File: src/rtl/ahb_fifo_slv.sv
// AHB-Lite slave bridging the bus to the FIR core through a TX FIFO and an RX FIFO.
// Optional wait-state timeout: define AHB_FIFO_TIMEOUT_EN.
module ahb_fifo_slv #(
  parameter int DWIDTH   = 32,
  parameter int AWIDTH   = 32,
  parameter int DEPTH    = 8,
  parameter int WAIT_MAX = 16
) (
  input  logic              clk,
  input  logic              rst_n,
  input  logic              hsel,
  input  logic [AWIDTH-1:0] haddr,
  input  logic [1:0]        htrans,
  input  logic              hwrite,
  input  logic [2:0]        hsize,
  input  logic [DWIDTH-1:0] hwdata,
  input  logic              hready,
  output logic [DWIDTH-1:0] hrdata,
  output logic              hreadyout,
  output logic              hresp,
  output logic [DWIDTH-1:0] tx_data,
  output logic              tx_valid,
  input  logic              tx_ready,
  input  logic [DWIDTH-1:0] rx_data,
  input  logic              rx_valid,
  output logic              rx_ready
);
  localparam int PW  = $clog2(DEPTH);
  localparam int CW  = PW + 1;
  localparam int NQ  = 2;
  localparam int TXQ = 0;
  localparam int RXQ = 1;

  localparam logic [1:0] R_TX = 2'd0, R_RX = 2'd1, R_ST = 2'd2, R_CTRL = 2'd3;

  typedef enum logic [2:0] {S_IDLE, S_DATA, S_WAIT, S_ERR1, S_ERR2} state_t;
  typedef struct packed {
    logic [1:0] sel;
    logic       write;
  } aph_t;

  state_t state, nxt;
  aph_t   aph_q;
  logic   accept, illegal, ready_cond, done, timeout, flush;
  logic [DWIDTH-1:0] status;
  logic [1:0] a_sel;

  logic [NQ-1:0]             q_push, q_pop, q_full, q_empty;
  logic [NQ-1:0][DWIDTH-1:0] q_wdata, q_head;
  logic [NQ-1:0][CW-1:0]     q_count;

  logic unused_ok;
  assign unused_ok = ^{haddr[AWIDTH-1:4], htrans[0]};

  // Both FIFOs share one implementation; only their hookup differs.
  for (genvar g = 0; g < NQ; g++) begin : g_q
    logic [DEPTH-1:0][DWIDTH-1:0] mem;
    logic [PW-1:0] wp, rp;
    logic [CW-1:0] cnt;

    always_ff @(posedge clk or negedge rst_n) begin
      if (!rst_n) begin
        wp <= '0; rp <= '0; cnt <= '0;
      end else if (flush) begin
        wp <= '0; rp <= '0; cnt <= '0;
      end else begin
        if (q_push[g]) wp <= wp + 1'b1;
        if (q_pop[g])  rp <= rp + 1'b1;
        case ({q_push[g], q_pop[g]})
          2'b10:   cnt <= cnt + 1'b1;
          2'b01:   cnt <= cnt - 1'b1;
          default: cnt <= cnt;
        endcase
      end
    end

    always_ff @(posedge clk)
      if (q_push[g] && !flush) mem[wp] <= q_wdata[g];

    assign q_count[g] = cnt;
    assign q_full[g]  = (cnt == CW'(DEPTH));
    assign q_empty[g] = (cnt == '0);
    assign q_head[g]  = q_empty[g] ? '0 : mem[rp];
  end

  assign a_sel   = haddr[3:2];
  assign accept  = hsel & htrans[1] & hready;
  assign illegal = (hsize != 3'b010) || (haddr[1:0] != 2'b00) ||
                   (hwrite ? (a_sel == R_RX || a_sel == R_ST)
                           : (a_sel == R_TX || a_sel == R_CTRL));

  always_comb begin
    ready_cond = 1'b1;
    case (aph_q.sel)
      R_TX:    ready_cond = !q_full[TXQ];
      R_RX:    ready_cond = !q_empty[RXQ];
      default: ready_cond = 1'b1;
    endcase
  end

`ifdef AHB_FIFO_TIMEOUT_EN
  localparam int WCW = $clog2(WAIT_MAX);
  localparam logic [WCW-1:0] W_LAST = WCW'(WAIT_MAX - 1);
  logic [WCW-1:0] wait_cnt;
  assign timeout = (state == S_WAIT) && !ready_cond && (wait_cnt == W_LAST);
  always_ff @(posedge clk or negedge rst_n) begin
    if (!rst_n)                                           wait_cnt <= '0;
    else if (state == S_WAIT && !ready_cond && !timeout) wait_cnt <= wait_cnt + 1'b1;
    else                                                  wait_cnt <= '0;
  end
`else
  assign timeout = 1'b0;
`endif

  always_ff @(posedge clk or negedge rst_n) begin
    if (!rst_n) begin
      state <= S_IDLE;
      aph_q <= '0;
    end else begin
      state <= nxt;
      if (accept) aph_q <= '{sel: a_sel, write: hwrite};
    end
  end

  always_comb begin
    nxt       = state;
    hreadyout = 1'b1;
    hresp     = 1'b0;
    done      = 1'b0;
    case (state)
      S_IDLE: if (accept) nxt = illegal ? S_ERR1 : S_DATA;
      S_DATA, S_WAIT: begin
        if (ready_cond) begin
          done = 1'b1;
          nxt  = accept ? (illegal ? S_ERR1 : S_DATA) : S_IDLE;
        end else begin
          hreadyout = 1'b0;
          nxt       = timeout ? S_ERR1 : S_WAIT;
        end
      end
      S_ERR1: begin
        hreadyout = 1'b0;
        hresp     = 1'b1;
        nxt       = S_ERR2;
      end
      S_ERR2: begin
        hresp = 1'b1;
        nxt   = accept ? (illegal ? S_ERR1 : S_DATA) : S_IDLE;
      end
      default: nxt = S_IDLE;
    endcase
  end

  // Legal-only transfers reach DATA, so the register select alone identifies the action.
  assign flush          = done && aph_q.sel == R_CTRL && hwdata[0];
  assign q_push[TXQ]    = done && aph_q.sel == R_TX;
  assign q_wdata[TXQ]   = hwdata;
  assign q_pop[TXQ]     = tx_valid & tx_ready;
  assign q_push[RXQ]    = rx_valid & rx_ready;
  assign q_wdata[RXQ]   = rx_data;
  assign q_pop[RXQ]     = done && aph_q.sel == R_RX;

  assign tx_data  = q_head[TXQ];
  assign tx_valid = !q_empty[TXQ];
  assign rx_ready = !q_full[RXQ];

  always_comb begin
    status        = '0;
    status[3:0]   = {q_empty[RXQ], q_full[RXQ], q_empty[TXQ], q_full[TXQ]};
    status[11:8]  = 4'(q_count[TXQ]);
    status[19:16] = 4'(q_count[RXQ]);
    hrdata        = '0;
    if (done && !aph_q.write)
      hrdata = (aph_q.sel == R_RX) ? q_head[RXQ] : status;
  end
endmodule
File: config.mk
export PLATFORM = sky130hd
export DESIGN_NAME = ahb_fifo_slv
export DESIGN_NICKNAME = d
export VERILOG_FILES = /design/src/rtl/ahb_fifo_slv.sv
export SDC_FILE = /design/constraint.sdc
export NUM_CORES = 1
export LEC_CHECK = 0
export BUFFER_PORTS_ARGS = -buffer_cell sky130_fd_sc_hd__buf_4
export CAP_MARGIN = 30
export CORE_ASPECT_RATIO = 0.75
export CORE_MARGIN = 8
export CORE_UTILIZATION = 30
export CTS_CLUSTER_SIZE = 30
export DETAILED_ROUTE_END_ITERATION = 8
export PLACE_DENSITY = 0.43
export SLEW_MARGIN = 15
export SYNTH_ARGS = -nofsm -noshare
export SYNTH_HDL_FRONTEND = slang
export SYNTH_SLANG_ARGS = --single-unit
export TNS_END_PERCENT = 10
File: constraint.sdc
create_clock -name clk -period 4.9 [get_ports clk]
set_input_delay 0 -clock clk [delete_from_list [all_inputs] [get_ports clk]]
set_output_delay 0 -clock clk [all_outputs]
set_load 0.02 [all_outputs]
==> results_dict.tcl <==
set metrics [dict create \
    crit_path_frequent_cell "buf_4" \
    finalCriticalPeriod_ns 3.35 \
    path_cells "xnor2_2 > nor3_1 > buf_4 > or3_1 > nor2_4 > buf_4" \
    first_iter_violations 709 \
    seqCellArea_sq_um 16000 \
    vias 10400 \
    final_antenna_net_count 0 \
    drive_gt1_share_pct 32.5 \
    status "finished clean" \
    period_share_pct 68.3 \
    pwr_density_cell_nw_per_um2 532 \
    dp_hpwl_microns 30200 \
    synth_fp_nets 1120 \
    r2r-end "g_q[1].mem[68]" \
    slew_violations 0 \
    root_buffer "clkbuf_16" \
    die_h_microns 246 \
    clock_skew_ns 0.0202 \
    cp.required_ns 5.16 \
    critPathMaxFanout 19 \
    tightest_slew_ns 0.923 \
    synth_ff_type "edfxtp_1" \
    die-area_sq_um 79400 \
    crit_path_end "g_q[1].mem[68]" \
    cp.arrival_ns 3.61 \
    vdd_drop_max_v 0.000323 \
    cap_violations 0 \
    clkSinkCount 538 \
    fin_ws_ns 1.55 \
    cts_buffers 55 \
    htreeDepth 2 \
    ys_async_sr_fraction_pct 4.83 \
    slowest_stage "nor2_4" \
    hp-start "rx_data[21]" \
    synth_cell_types 49 \
    fillers 6491 \
    die_w_microns 323 \
    clk_latency_ns 0.59 \
    clockBufferDepth 3 \
    place_ws_ns 1.46 \
    rsz0062_at_grt "false" \
    slew_headroom_pct 38.4 \
    r2r_cells 6 \
    post_cts_buffers 0 \
    synth_seq_cells 538 \
    portBuffers 146 \
    syn_inst 1006 \
    r2r_setup_slack_ns 1.55 \
    pin_count 176 \
    start_kind "register" \
    setup_viol 0 \
    initial_core_util_pct 30.2 \
    routabilityCongestion 0.714 \
    syn_area_per_cell_sq_um 21.0 \
    final_core_util_pct 37.4 \
    synth_edf_count 512 \
    clk_pin_slew_ns 0.06 \
    timing.fmax_ghz 0.299 \
    dr.pass1.iters 4 \
    gr-usage-all-layers_pct 12.5 \
    cts_resized 0 \
    multi_input_area_sq_um 5010 \
    nets 1388 \
    min_path_type "in2reg" \
    drc 0 \
    r2r-start "state[1]" \
    rows 84 \
    cts_tree "built" \
    syn2layout_area_growth_pct 23.6 \
    viasPerCell 4.59 \
    grt_remaining_overflow 0 \
    fin_tns_setup_ns 0 \
    path_class "reg2reg" \
    hold_viol 0 \
    yosysSeqAreaShare_pct 75.7 \
    routed_wirelength_microns 49700 \
    grt_max_degree 37 \
    grt_pass1_vias 11100 \
    syn_area_sq_um 21200 \
    antenna_found_initial 2 \
    grt_pass1_wl_microns 74100 \
    end_kind "register" \
    synth_warnings 0 \
    worst_hold_slack_ns 0.185 \
    cp_slowest_stage_delay_ns 0.71 \
    diodes 0 \
    core_sq_um 70000 \
    drt-wirelength-per-cell_microns 22.0 \
    startpoint "state[1]" \
    leakage_nw 8.67 \
]
per-layer routing:
metal / up-vias / wire length [microns] / track usage (%)
met4: 4 / 838 / 3.14
met1: 5495 / 23900 / 18.0
met2: 170 / 23000 / 19.4
met3: 65 / 2040 / 2.25
met5: - / 26 / 0
li1: 4664 / - / -
sequential cells by signal (all words and copies together) (netlist names):
| name | cells |
|---|---|
| aph_q | 3 |
| g_q.cnt | 8 |
| g_q.mem | 512 |
| g_q.rp | 6 |
| g_q.wp | 6 |
| state | 3 |
layout by cell type, fill, tap and decap left out, types with 3 or more instances in the layout:
cell type      synthesis  final
mux4_2               128    128
nor2_4                 0     12
buf_4                  2    182
clkbuf_8               0      4
nand2_1               18     18
xor2_1                 4      4
clkbuf_16              0     55
clkbuf_1              20     21
a21oi_1               10     10
o2bb2ai_1              3      3
or3_1                  4      4
bufinv_16              0      3
nor2_1                83     71
nor3_2                 0      4
edfxtp_1             512    512
clkinv_1               0      9
dfrtp_2                0      4
inv_1                  3      3
xnor2_1                6      6
mux2_2                 5      5
clkinv_2               0      6
ha_1                   6      6
and3_1                 3      3
nor4_1                 3      3
nand2b_1              11     11
a211oi_1               9      9
nor3_1                 8      4
dlygate4sd3_1          0     78
dfrtp_1               26     20
mux2i_1               72     72
o21ai_0                3      3
nand3_1                6      6
critical path, delay by kind of cell (launching register included):
kind / cells / cell delay, ns
xor gates and xnor gates: 1 / 0.51
buffers and inverters: 2 / 0.66
DFF: 1 / 0.42
and+or+nand+nor: 3 / 1.43
logic make-up (layout without fill, tap and decap cells):
logic type	after synthesis	count (layout)	synth area share, %
compound gates	32	32	1.11
flops	538	538	75.7
buf+inv	55	367	1.15
simple gates	157	157	3.71
xor+xnor	13	13	0.645
mux	205	205	17.3
fa+ha+maj	6	6	0.355
power by group:
group	switching [mW]	internal, mW
Clock	1.69	2.29
Sequential	0.510	5.50
Combinational	2.03	1.90
per-stage QoR:
step	power [mW]	std cells	area, sq um
3_5_place_dp	10.1	2084	23700
5_1_grt	14.6	2264	26100
4_1_cts	14.2	2264	26100
2_1_floorplan	8.55	1006	21200
6_report	13.9	2264	26100
3_3_place_gp	10.1	2082	23600
layout make-up:
| class | count | share of cell area, % |
|---|---|---|
| sequential | 538 | 61.3 |
| multi-input combinational | 413 | 19.2 |
| timing repair buffer | 263 | 8.47 |
| clock buffer | 80 | 5.78 |
| tap | 946 | 4.53 |
| clock inverter | 21 | 0.689 |
| inverter | 3 | 0.0431 |
worst min-delay path by stage:
| stage | depth (start not counted) | endpoint | slack (ns) |
|---|---|---|---|
| 2_1_floorplan | 0 | aph_q[0] | -0.30 |
| 3_3_place_gp | 1 | g_q[1].cnt[3] | -0.05 |
| 3_5_place_dp | 1 | g_q[1].cnt[3] | -0.05 |
| 4_1_cts | 2 | g_q[1].mem[79] | 0.14 |
| 5_1_grt | 2 | g_q[1].mem[85] | 0.16 |
| 6_report | 2 | g_q[1].mem[53] | 0.18 |
synth_stat cells, types with 3 or more instances:
master     number  area (sq um)
xnor2_1         6          52.6
mux4_2        128          2880
nand3_1         6          30.0
dfrtp_1        26           651
buf_1           6          22.5
a211oi_1        9          67.6
edfxtp_1      512         15400
xor2_1          4          35.0
nand2b_1       11          68.8
nor4_1          3          18.8
mux2i_1        72           721
inv_1           3          11.3
ha_1            6          75.1
buf_2          24           120
mux2_2          5          56.3
or3_1           4          25.0
nand2_1        18          67.6
nor3_1          8          40.0
clkbuf_1       20          75.1
and3_1          3          18.8
nor2_1         83           312
o2bb2ai_1       3          26.3
o21ai_0         3          15.0
a21oi_1        10          50.1
what timing repair did:
item | CTS | global route
hold buffers | 79 | 0
endpoints found under the setup margin | 0 | 0
hold endpoints to repair | 558 | 0
(Power assumes the default switching activity.)
